**src/rtl/mul_float_result_fifo.sv**
```systemverilog
// Result FIFO behind the float multiplier: buffers IEEE-754 words, classifies them
// on entry as {nan, inf, zero} and keeps a saturating count of NaN results accepted.
module mul_float_result_fifo #(
    parameter int unsigned DEPTH = 4
) (
    input  logic                       iCLOCK,
    input  logic                       iRESET_SYNC,
    input  logic                       iDATA_VALID,
    output logic                       oDATA_BUSY,
    input  logic [31:0]                iDATA,
    input  logic                       iFLUSH,
    output logic                       oRD_VALID,
    input  logic                       iRD_ACK,
    output logic [31:0]                oRD_DATA,
    output logic [2:0]                 oRD_FLAGS,
    output logic [$clog2(DEPTH):0]     oCOUNT,
    output logic [15:0]                oNAN_COUNT
);

    localparam int unsigned AW = $clog2(DEPTH);
    localparam int unsigned CW = AW + 1;
    localparam int unsigned DW = 32;
    localparam int unsigned FW = 3;
    localparam int unsigned NW = 16;

    logic [DW-1:0] data_mem [DEPTH];
    logic [FW-1:0] flag_mem [DEPTH];

    logic [AW-1:0] wr_ptr;
    logic [AW-1:0] rd_ptr;
    logic [CW-1:0] count;
    logic          busy;
    logic          valid;
    logic [NW-1:0] nan_count;

    logic          push;
    logic          pop;
    logic [CW-1:0] count_next;
    logic [7:0]    in_exp;
    logic [22:0]   in_fract;
    logic          in_nan;
    logic          in_inf;
    logic          in_zero;

    // Handshake qualification; busy and valid are flops, so no input-to-output path.
    always_comb begin
        push = iDATA_VALID & ~busy;
        pop  = iRD_ACK & valid;
    end

    // Classification of the incoming word; denormals fall through to all-zero flags.
    always_comb begin
        in_exp   = iDATA[30:23];
        in_fract = iDATA[22:0];
        in_nan   = (in_exp == 8'hFF) && (in_fract != 23'd0);
        in_inf   = (in_exp == 8'hFF) && (in_fract == 23'd0);
        in_zero  = (in_exp == 8'h00) && (in_fract == 23'd0);
    end

    always_comb begin
        count_next = count;
        if (push && !pop) begin
            count_next = count + CW'(1);
        end else if (pop && !push) begin
            count_next = count - CW'(1);
        end
    end

    // Pointer/occupancy state; status flags are precomputed from the next count.
    always_ff @(posedge iCLOCK) begin
        if (iRESET_SYNC) begin
            wr_ptr <= '0;
            rd_ptr <= '0;
            count  <= '0;
            busy   <= 1'b0;
            valid  <= 1'b0;
        end else if (iFLUSH) begin
            wr_ptr <= '0;
            rd_ptr <= '0;
            count  <= '0;
            busy   <= 1'b0;
            valid  <= 1'b0;
        end else begin
            if (push) begin
                wr_ptr <= wr_ptr + AW'(1);
            end
            if (pop) begin
                rd_ptr <= rd_ptr + AW'(1);
            end
            count <= count_next;
            busy  <= (count_next == CW'(DEPTH));
            valid <= (count_next != CW'(0));
        end
    end

    always_ff @(posedge iCLOCK) begin
        if (push && !iFLUSH && !iRESET_SYNC) begin
            data_mem[wr_ptr] <= iDATA;
            flag_mem[wr_ptr] <= {in_nan, in_inf, in_zero};
        end
    end

    // NaN statistics survive a flush but not a reset.
    always_ff @(posedge iCLOCK) begin
        if (iRESET_SYNC) begin
            nan_count <= '0;
        end else if (push && !iFLUSH && in_nan && (nan_count != {NW{1'b1}})) begin
            nan_count <= nan_count + NW'(1);
        end
    end

    always_comb begin
        oDATA_BUSY = busy;
        oRD_VALID  = valid;
        oCOUNT     = count;
        oNAN_COUNT = nan_count;
        oRD_DATA   = data_mem[rd_ptr];
        oRD_FLAGS  = flag_mem[rd_ptr];
    end

endmodule

```
**config.mk**
```make
export PLATFORM = sky130hd
export DESIGN_NAME = mul_float_result_fifo
export DESIGN_NICKNAME = d
export VERILOG_FILES = /design/src/rtl/mul_float_result_fifo.sv
export SDC_FILE = /design/constraint.sdc
export NUM_CORES = 1
export LEC_CHECK = 0
export ABC_AREA = 1
export BUFFER_PORTS_ARGS = -buffer_cell sky130_fd_sc_hd__buf_2
export CORE_MARGIN = 3
export CORE_UTILIZATION = 57
export CTS_CLUSTER_SIZE = 40
export DETAILED_ROUTE_END_ITERATION = 10
export PLACE_DENSITY = 0.79
export RECOVER_POWER = 50
export SLEW_MARGIN = 20
export SYNTH_ARGS = -nofsm -noshare
export SYNTH_HDL_FRONTEND = slang
export SYNTH_SLANG_ARGS = --single-unit
export TNS_END_PERCENT = 100
```
**constraint.sdc**
```tcl
create_clock -name iCLOCK -period 3.2 [get_ports iCLOCK]
set_input_delay 0.16 -clock iCLOCK [delete_from_list [all_inputs] [get_ports iCLOCK]]
set_output_delay 0.16 -clock iCLOCK [all_outputs]
set_load 0.05 [all_outputs]
```
Yosys cells after proc, flatten, opt, wreduce, memory -nomap -nowiden --
Memories as Yosys holds them, arrays and structs flattened. A register that Yosys moved wholly into a read port is not among the register bits. Cells that the tools add are included.
Operators by class: add/subtract/negate cells 5, equality and inequality tests 3, muxes and demuxes 8, bitwise gates (word level) 3, reduce and logical (&&, ||, !) cells 18
Operators with widths (count):
- 23-bit zero test | 1
- 23-bit nonzero test | 1
- 16-bit by 1-bit adder with 16-bit output, second input constant | 1
- 16-bit inequality test, second input constant | 1
- 1-bit logical AND | 9
- 8-bit == test, second input constant | 1
- 8-bit zero test | 1
- 2-bit 2-to-1 mux | 4
- 3-bit 2-to-1 mux | 2
- 2-bit by 1-bit adder with 2-bit output, second input constant | 2
- 1-bit zero test | 4
- 3-bit by 1-bit adder with 3-bit output, second input constant | 1
- 3-bit == test, second input constant | 1
- 3-bit nonzero test | 1
- 3-bit by 1-bit subtractor with 3-bit output, second input constant | 1
- 1-bit AND | 2
- 1-bit 2-to-1 mux | 2
- 2-bit OR reduction | 1
- 1-bit inverter | 1
Word-level totals: bits in registers 25, memory bits (writable) 140, bits of input ports 37, output and inout bits 56, logic and storage cells 45, memories kept 2
Memories:
- data_mem | depth 4, bits a word 32, rd ports 1, clocked after Yosys merged registers in 1, wr ports 1, line 26 | logic [DW-1:0] data_mem [DEPTH];
- flag_mem | depth 4, bits a word 3, rd ports 1, clocked after Yosys merged registers in 1, wr ports 1, line 27 | logic [FW-1:0] flag_mem [DEPTH];

Logic depth before layout (Yosys ltp) --
Gate-level depths: netlist (run 1).
word-level depth 7, depth in mapped cells 10, mapped depth without buffers 10

Worst setup path before layout (run 1) --
No wires, ideal clock.
kind register to register, from register busy, in the netlist oDATA_BUSY, to memory data_mem[0][0] (enable), arrival time 2.307 ns, data required time 2.773 ns, setup slack 0.466 ns, cell stages (with the launch flop) 4, cell sequence dfxtp_1 > nor2_1 > nand2_1 > nor2_1
Between the ends: word-level cells in the longest chain between the ends 6
RTL lines:
- start: declaration | line 32 | logic busy;
- start signal: assignment | line 91 | busy <= (count_next == CW'(DEPTH));
- 1-bit inverter | line 47 | push = iDATA_VALID & ~busy;
- 1-bit AND | line 47
- 1-bit logical AND (2 in a row) | line 97 | if (push && !iFLUSH && !iRESET_SYNC) begin
- 1-bit 2-to-1 mux | line 97
- 1-bit 2-to-1 mux (not written as such) | line 98 | data_mem[wr_ptr] <= iDATA;
- end: declaration | line 26
No other way between the ends.

==> summary.txt, run 1 <==
Synth
  • Predominant post-synthesis flop cell: edfxtp_1
  • Avg Cell Area, Syn: 11.4 µm²
  • Synth async-reset ratio: 0%
  • Post-synthesis sequential area ratio: 69.6%
  • #FFs+latches synth: 167
  • Syn Nets: 644
  • Post-synth EDFFs: 140
  • Cell count after synthesis: 600
  • Post-Syn Area: 6820 µm²
  • Yosys cell types: 32
  • Ys Warns: 0

Route
  • Wire per inst: 16.5 µm
  • Drt total wl: 14.6 mm
  • Detailed Routing Iterations Pass 1: 5
  • DR iter-0 viols: 466
  • Total number of vias: 4,904
  • Post-route DRC: 0
  • Vias per cell: 5.55
  • Post-route ant nets: 0

Clock tree
  • CTS tree: yes
  • Sink Count: 167
  • Reg clk slew, reported paths: 60 ps
  • TritonCTS Buffers: 17
  • H-tree Lvls: 4
  • Hold Buf Count CTS: 33
  • Post-CTS Setup Inserts: 0
  • Clock Latency Late Sink: 420 ps
  • Post-cts repair resize count: 0
  • Clock buffer depth: 2
  • Clock Tree Root: clkbuf_16

Setup path
  • Worst-path cell chain: inv_2, buf_4, o21ai_0, o22ai_1, buf_2
  • CP Buf/Inv Count: 3
  • Crit path capture type: output pin
  • Startpoint Class: flip-flop
  • Delay-heaviest family, CP: buffers and inverters
  • Critical path fanouts, max: 55
  • CP max stage cell: inv_2
  • WP data arrival: 2360 ps
  • Worst path required time: 3040 ps
  • Crit-path max cell delay: 630 ps
  • WS Path Type: flip-flop to output pin

Power and ir drop
  • Power Total: 4540 µW
  • Worst vdd ir: 300 µV
  • P_leak: 0.00285 µW
  • Pwr Density: 553 nW/µm²

Place
  • Placed wire-length estimate: 8.92 mm
  • Placer Congestion: 0.812
  • Placed inst area: 7440 µm²
  • Place WS: 1240 ps
  • Port Buffers: 92

STA
  • Crit share post-route: 78.8%
  • Tmin final: 2520 ps
  • RSZ-0062 raised after global routing: no
  • Slew margin rel.: 39.4%
  • Max Freq: 0.397 GHz
  • Setup_tns: 0 ps
  • Final Hold Viols: 0
  • Setup ws final: 680 ps
  • Setup Viol. Count Final: 0
  • Clk_skew: 4.87 ps
  • Max Slew Vio Count: 0
  • Worst Tran Pin Value: 909 ps

Floorplanning
  • Initial Util: 59.0%
  • Die ar.: 13,300 µm²
  • IO Pins: 93
  • Row cnt: 39
  • Core Region: 11,600 µm²
  • Die Ht: 115 µm
  • Die X-Extent: 115 µm

GRT
  • Total GRT Usage: 23.4%
  • Largest net degree at the start of global routing: 71
  • Initial antenna violation count: 0
  • Vias in the first global route: 4,931
  • Overflow after GRT: 0
  • Global-route wire length before repair: 23.7 mm

Cells and area
  • Filler cells: 813
  • Final Cell Area: 8220 µm²
  • Share of cells above drive strength 1: 13.1%
  • Area growth syn-to-layout: 20.5%
  • Final-stage net count: 772
  • Ant diodes: 0

Min path
  • Type of the worst min-delay path: input port to flip-flop

Run
  • Number of max-cap violations: 0

Run status
  • Status: complete, no violations
-- final cells by class --
cell class / count / area [µm²] / share of cell area (%)
Clock buffer: 20 / 437 / 5.31
Clock inverter: 12 / 110 / 1.34
Inverter: 32 / 120 / 1.46
Multi-Input combinational cell: 377 / 1840 / 22.4
Sequential cell: 167 / 4750 / 57.7
Tap cell: 143 / 179 / 2.18
Timing Repair Buffer: 133 / 783 / 9.53
-- worst reg2reg max path, cell delays in order (launching register included) --
cell,delay (ps)
dfxtp_1,380
ha_1,210
nand2_1,70
nor2_1,260
nand4_1,620
nand4_1,480
nand2_1,90
nand2_1,70
nor2_1,40
-- path summary, 6_finish.rpt --
check | to | slack [ps] | cells past startpoint | start
worst max-delay path | oRD_DATA[30] | 680 | 5 | flip-flop
worst min-delay path | wr_ptr[0] | 120 | 4 | iFLUSH
worst max register to register | oNAN_COUNT[1] | 870 | 8 | oNAN_COUNT[0]
worst min register to register | rd_ptr[0] | 480 | 1 | rd_ptr[0]
-- cells by family after synthesis --
| logic type | share of synthesized area (%) |
|---|---|
| XOR/XNOR | 0.385 |
| AO/OA/AOI/OAI | 9.36 |
| AND/OR/NAND/NOR | 15.9 |
| buffers and inverters | 3.28 |
| flip-flops | 69.6 |
| multiplexers | 0.165 |
| adder cells (fa/ha/maj) | 1.28 |
-- Yosys cell counts, types with 5 or more instances --
master	instances	share of area (%)
a21oi_1	5	0.37
inv_1	29	1.6
o21ai_0	74	5.4
ha_1	7	1.3
nand3_1	6	0.44
nor2_2	10	0.92
nand2_1	71	3.9
o22ai_1	35	3.2
edfxtp_1	140	62
clkbuf_1	20	1.1
nor2_1	137	7.5
dfxtp_1	27	7.9
nand3_2	6	0.88
-- cells in the final DEF, fill, tap and decap left out, drive strengths merged, types with 2 or more instances in the layout --
master	instances
xor2	2
edfxtp	140
nor3	3
nor4	2
clkbuf	74
clkinv	9
clkinvlp	3
inv	30
buf	46
dlygate4sd3	33
a21oi	5
o21ai	74
ha	7
bufinv	2
nand2	75
nand3	12
dfxtp	27
nand4	5
nor2	150
o22ai	35
-- metrics by stage --
stage / instances / hold WS [ps] / util (%)
4_1_cts: 884 / 99.9 / 72.0
3_5_place_dp: 819 / 385 / 64.4
5_1_grt: 884 / 147 / 71.1
6_report: 884 / 123 / 71.1
2_1_floorplan: 600 / 259 / -
3_3_place_gp: 819 / 381 / 64.4
-- metal layers --
layer / routed length [µm] / share of wire (%) / track usage (%)
met5: 0 / 0 / 0
met4: 276 / 1.9 / 8.14
met3: 939 / 6.4 / 6.37
met2: 7540 / 52 / 40.5
met1: 5860 / 40 / 28.3
-- state kept, by name, indices dropped and copies added, names as in the netlist, named ones only --
signal	cells
wr_ptr	2
oRD_VALID	1
rd_ptr	2
flag_mem	12
oCOUNT	3
oDATA_BUSY	1
oNAN_COUNT	16
data_mem	128
-- where the power goes --
group | internal, µW | switching [µW]
Sequential | 2380 | 7.97
Clock | 1130 | 767
Combinational | 77.2 | 185
Total | 3580 | 960
Power figures use the tool's default switching activity.
==> run 2, diff against run 1 <==
--- a/config.mk
+++ b/config.mk
@@ -5,13 +5,13 @@
 export SDC_FILE = /design/constraint.sdc
 export NUM_CORES = 1
 export LEC_CHECK = 0
-export ABC_AREA = 1
+export ABC_AREA = 0
 export BUFFER_PORTS_ARGS = -buffer_cell sky130_fd_sc_hd__buf_2
 export CORE_MARGIN = 3
-export CORE_UTILIZATION = 57
+export CORE_UTILIZATION = 51
 export CTS_CLUSTER_SIZE = 40
 export DETAILED_ROUTE_END_ITERATION = 10
-export PLACE_DENSITY = 0.79
+export PLACE_DENSITY = 0.75
 export RECOVER_POWER = 50
 export SLEW_MARGIN = 20
 export SYNTH_ARGS = -nofsm -noshare
==> constraint.sdc (replaced) <==
create_clock -name iCLOCK -period 2.2 [get_ports iCLOCK]
set_input_delay 0.11 -clock iCLOCK [delete_from_list [all_inputs] [get_ports iCLOCK]]
set_output_delay 0.11 -clock iCLOCK [all_outputs]
set_load 0.05 [all_outputs]
==> summary.txt, run 2 <==
Route
  • Wire per inst: 18.9 µm (was 16.5 µm)
  • Drt total wl: 12.8 mm (was 14.6 mm)
  • Vias per cell: 5.56 (was 5.55)
  • Detailed Routing Iterations Pass 1: 4 (was 5)
  • DR iter-0 viols: 419 (was 466)
  • Total number of vias: 3,768 (was 4,904)
  • Post-route DRC: 0 (unchanged)
  • Post-route ant nets: 0 (unchanged)

GRT
  • Vias in the first global route: 3,911 (was 4,931)
  • Largest net degree at the start of global routing: 36 (was 71)
  • Overflow after GRT: 0 (unchanged)
  • Global-route wire length before repair: 20.9 mm (was 23.7 mm)
  • Total GRT Usage: 19.3% (was 23.4%)
  • Initial antenna violation count: 0 (unchanged)

Synth
  • Cell count after synthesis: 364 (was 600)
  • Avg Cell Area, Syn: 18.0 µm² (was 11.4 µm²)
  • Synth async-reset ratio: 0% (unchanged)
  • Post-synthesis sequential area ratio: 72.6% (was 69.6%)
  • Synth top area cells: edfxtp_1, mux4_2, dfxtp_1 (was edfxtp_1, dfxtp_1, nor2_1)
  • Top cells by count, synth: edfxtp_1, mux4_2, dfxtp_1 (was edfxtp_1, nor2_1, o21ai_0)
  • Syn Nets: 408 (was 644)
  • Biggest area consumer among synthesized cells: edfxtp_1 (unchanged)
  • Ys Warns: 0 (unchanged)
  • Post-synth EDFFs: 140 (unchanged)
  • #FFs+latches synth: 167 (unchanged)
  • Yosys top cell area share: 64.3% (was 61.7%)
  • Yosys cell types: 43 (was 32)
  • Predominant post-synthesis flop cell: edfxtp_1 (unchanged)
  • Post-Syn Area: 6540 µm² (was 6820 µm²)
  • Most common cell in the netlist: edfxtp_1 (unchanged)

STA
  • Slew margin rel.: 59.2% (was 39.4%)
  • Setup Viol. Count Final: 0 (unchanged)
  • Clk_skew: 5.47 ps (was 4.87 ps)
  • Hold WS: 76.5 ps (was 123 ps)
  • RSZ-0062 raised after global routing: no (unchanged)
  • Tmin final: 2030 ps
  • Worst Tran Pin Value: 614 ps (was 909 ps)
  • Max Freq: 0.492 GHz
  • Final Hold Viols: 0 (unchanged)
  • Setup_tns: 0 ps (unchanged)
  • Crit share post-route: 92.4%
  • Max Slew Vio Count: 0 (unchanged)

Setup path
  • Critical path fanouts, max: 26 (was 55)
  • R2R Setup Slk: 200 ps (was 870 ps)
  • Crit path capture type: flip-flop (was output pin)
  • WS Path Type: input port to flip-flop (was flip-flop to output pin)
  • R2R Path End: oNAN_COUNT[9] (was oNAN_COUNT[1])
  • Crit-path max cell delay: 550 ps (was 630 ps)
  • RR Startpoint: oNAN_COUNT[1] (was oNAN_COUNT[0])
  • CP Buf/Inv Count: 3 (unchanged)
  • Worst path required time: 2520 ps (was 3040 ps)
  • Worst-path cell chain: dlygate4sd3_1, buf_2, nor4_1, nand4_1, o21ai_2, buf_4, nor3_1, a311oi_1 (was inv_2, buf_4, o21ai_0, o22ai_1, buf_2)
  • Delay-heaviest family, CP: buffers and inverters (unchanged)
  • Worst R2R Path Depth: 6 (was 8)
  • CP max stage cell: dlygate4sd3_1 (was inv_2)
  • WP data arrival: 2350 ps (was 2360 ps)
  • Startpoint Class: input port (was flip-flop)
  • Crit path depth: 8 (was 5)

Place
  • Port Buffers: 92 (unchanged)
  • Placer Congestion: 0.815 (was 0.812)
  • Dpl cells: 615 (was 819)
  • Placed wire-length estimate: 7.59 mm (was 8.92 mm)

Power and ir drop
  • Sw Pwr: 1340 µW (was 960 µW)
  • Worst vdd ir: 553 µV (was 300 µV)
  • P_leak: 0.00259 µW (was 0.00285 µW)
  • Net Sw Frac: 20.0% (was 21.1%)
  • Power Total: 6680 µW (was 4540 µW)
  • Clock power share: 43.0% (was 41.7%)
  • Combinational power share: 5.1% (was 5.8%)
  • Cell-internal power: 5340 µW (was 3580 µW)
  • Pwr Density: 829 nW/µm² (was 553 nW/µm²)
  • Reg power frac: 51.9% (was 52.5%)

Clock tree
  • Sink Count: 167 (unchanged)
  • H-tree Lvls: 4 (unchanged)
  • Clock Tree Root: clkbuf_16 (unchanged)
  • Clock buffer depth: 2 (unchanged)
  • Reg clk slew, reported paths: 60 ps (about the same)
  • Clock Latency Late Sink: 410 ps (was 420 ps)
  • CTS tree: yes (unchanged)
  • TritonCTS Buffers: 17 (unchanged)

Min path
  • Type of the worst min-delay path: input port to flip-flop (unchanged)
  • Hold-critical path endpoint: wr_ptr[1] (was wr_ptr[0])
  • Worst hold path startpoint: iDATA_VALID (was iFLUSH)
  • Hold Crit Depth: 4 (unchanged)

Cells and area
  • Layout Cells excl Fill: 678 (was 884)
  • Multi-input gate area: 1690 µm² (was 1840 µm²)
  • Most frequent cells in the layout: edfxtp_1, clkbuf_1, buf_2, mux4_2, dlygate4sd3_1 (was edfxtp_1, nor2_1, o21ai_0, nand2_1, clkbuf_1)
  • Commonest non-fill, non-tap cell in the layout: edfxtp_1 (unchanged)
  • Share of cells above drive strength 1: 25.1% (was 13.1%)
  • Ant diodes: 0 (unchanged)
  • Max reg flops: 128 (unchanged)
  • Final-stage net count: 542 (was 772)
  • Reg with most FFs: data_mem (unchanged)
  • Filler cells: 869 (was 813)
  • Reg area: 4750 µm² (about the same)
  • Area growth syn-to-layout: 23.3% (was 20.5%)

Run
  • Number of max-cap violations: 0 (unchanged)

Floorplanning
  • Die X-Extent: 119 µm (was 115 µm)
  • Die Ht: 119 µm (was 115 µm)
  • IO Pins: 93 (unchanged)
  • Row cnt: 40 (was 39)
  • Die ar.: 14,200 µm² (was 13,300 µm²)
  • Initial Util: 53.3% (was 59.0%)
  • Core Region: 12,300 µm² (was 11,600 µm²)

Run status
  • Status: complete, no violations (unchanged)
## run 2: changes by cell type in the layout (fill, tap and decap cells not counted), moves of 8 or more
| cell | before | now |
|---|---|---|
| nor2_2 | 9 | 1 |
| a21oi_1 | 5 | 16 |
| o21ai_0 | 74 | 5 |
| nor4_1 | 2 | 10 |
| nand2_1 | 71 | 14 |
| o22ai_1 | 35 | 1 |
| nor2_1 | 135 | 14 |
| inv_1 | 29 | 8 |
| mux4_2 | 0 | 35 |
| or4_1 | 0 | 8 |
## run 2: worst max-delay path by stage
stage	start	end	slack, ps
floorplan	oDATA_BUSY	data_mem[0][0]	4
global placement	oNAN_COUNT[1]	oNAN_COUNT[9]	340
detailed placement	oNAN_COUNT[1]	oNAN_COUNT[9]	220
CTS	flip-flop	oRD_DATA[1]	130
global route	iDATA[1]	oNAN_COUNT[12]	10
finish	iDATA[18]	oNAN_COUNT[12]	170
## run 2: area by class of cell
class,instances,area share [%]
Clock buffer,21,5.46
Clock inverter,10,1.61
Inverter,8,0.373
Multi-Input combinational cell,173,21.0
Sequential cell,167,58.9
Tap cell,168,2.61
Timing Repair Buffer,131,10.1
## run 2: layer usage
| layer | routed length, µm | share of wire [%] | GRT usage [%] | vias up |
|---|---|---|---|---|
| met3 | 609 | 4.7 | 4.89 | 6 |
| met5 | 0 | 0 | 0 | - |
| met2 | 6620 | 52 | 31.0 | 120 |
| met1 | 5510 | 43 | 25.5 | 1889 |
| li1 | - | - | - | 1753 |
| met4 | 79 | 0.62 | 7.17 | 0 |
## run 2: tightest hold or removal path, delay by kind of cell
family,cells,cell delay (ps)
and+or+nand+nor,2,170
AOI/OAI and AO/OA,1,50
buffers and inverters,1,110
## run 2: per-stage QoR
stage	worst slack (ps)	util [%]	cell area, µm²
after detailed placement	224	59.3	7270
after CTS	134	66.5	8160
after global routing	13.7	65.7	8060
final	168	65.7	8060
after floorplan	4.06	-	6540
after global placement	339	59.3	7270
## run 2: power by group through the flow
stage	clock (µW)	combinational [µW]	sequential, µW
after floorplan	0	176	3540
after global placement	0	299	3530
after detailed placement	0	308	3530
after CTS	2930	354	3470
after global routing	3080	369	3470
final	2870	343	3470
## run 2: timing repair
action	in CTS	in global routing
hold buffers	32	0
setup buffers	0	0
gates resized for setup	0	0
setup endpoints to repair	0	1
hold endpoints to repair	128	0
## run 2: cells by family after synthesis
kind of cell,share of synthesized area (%)
AO/OA/AOI/OAI,4.08
multiplexers,12.2
AND/OR/NAND/NOR,7.35
XOR/XNOR,0.804
flip-flops,72.6
buffers and inverters,1.65
adder cells (fa/ha/maj),1.34
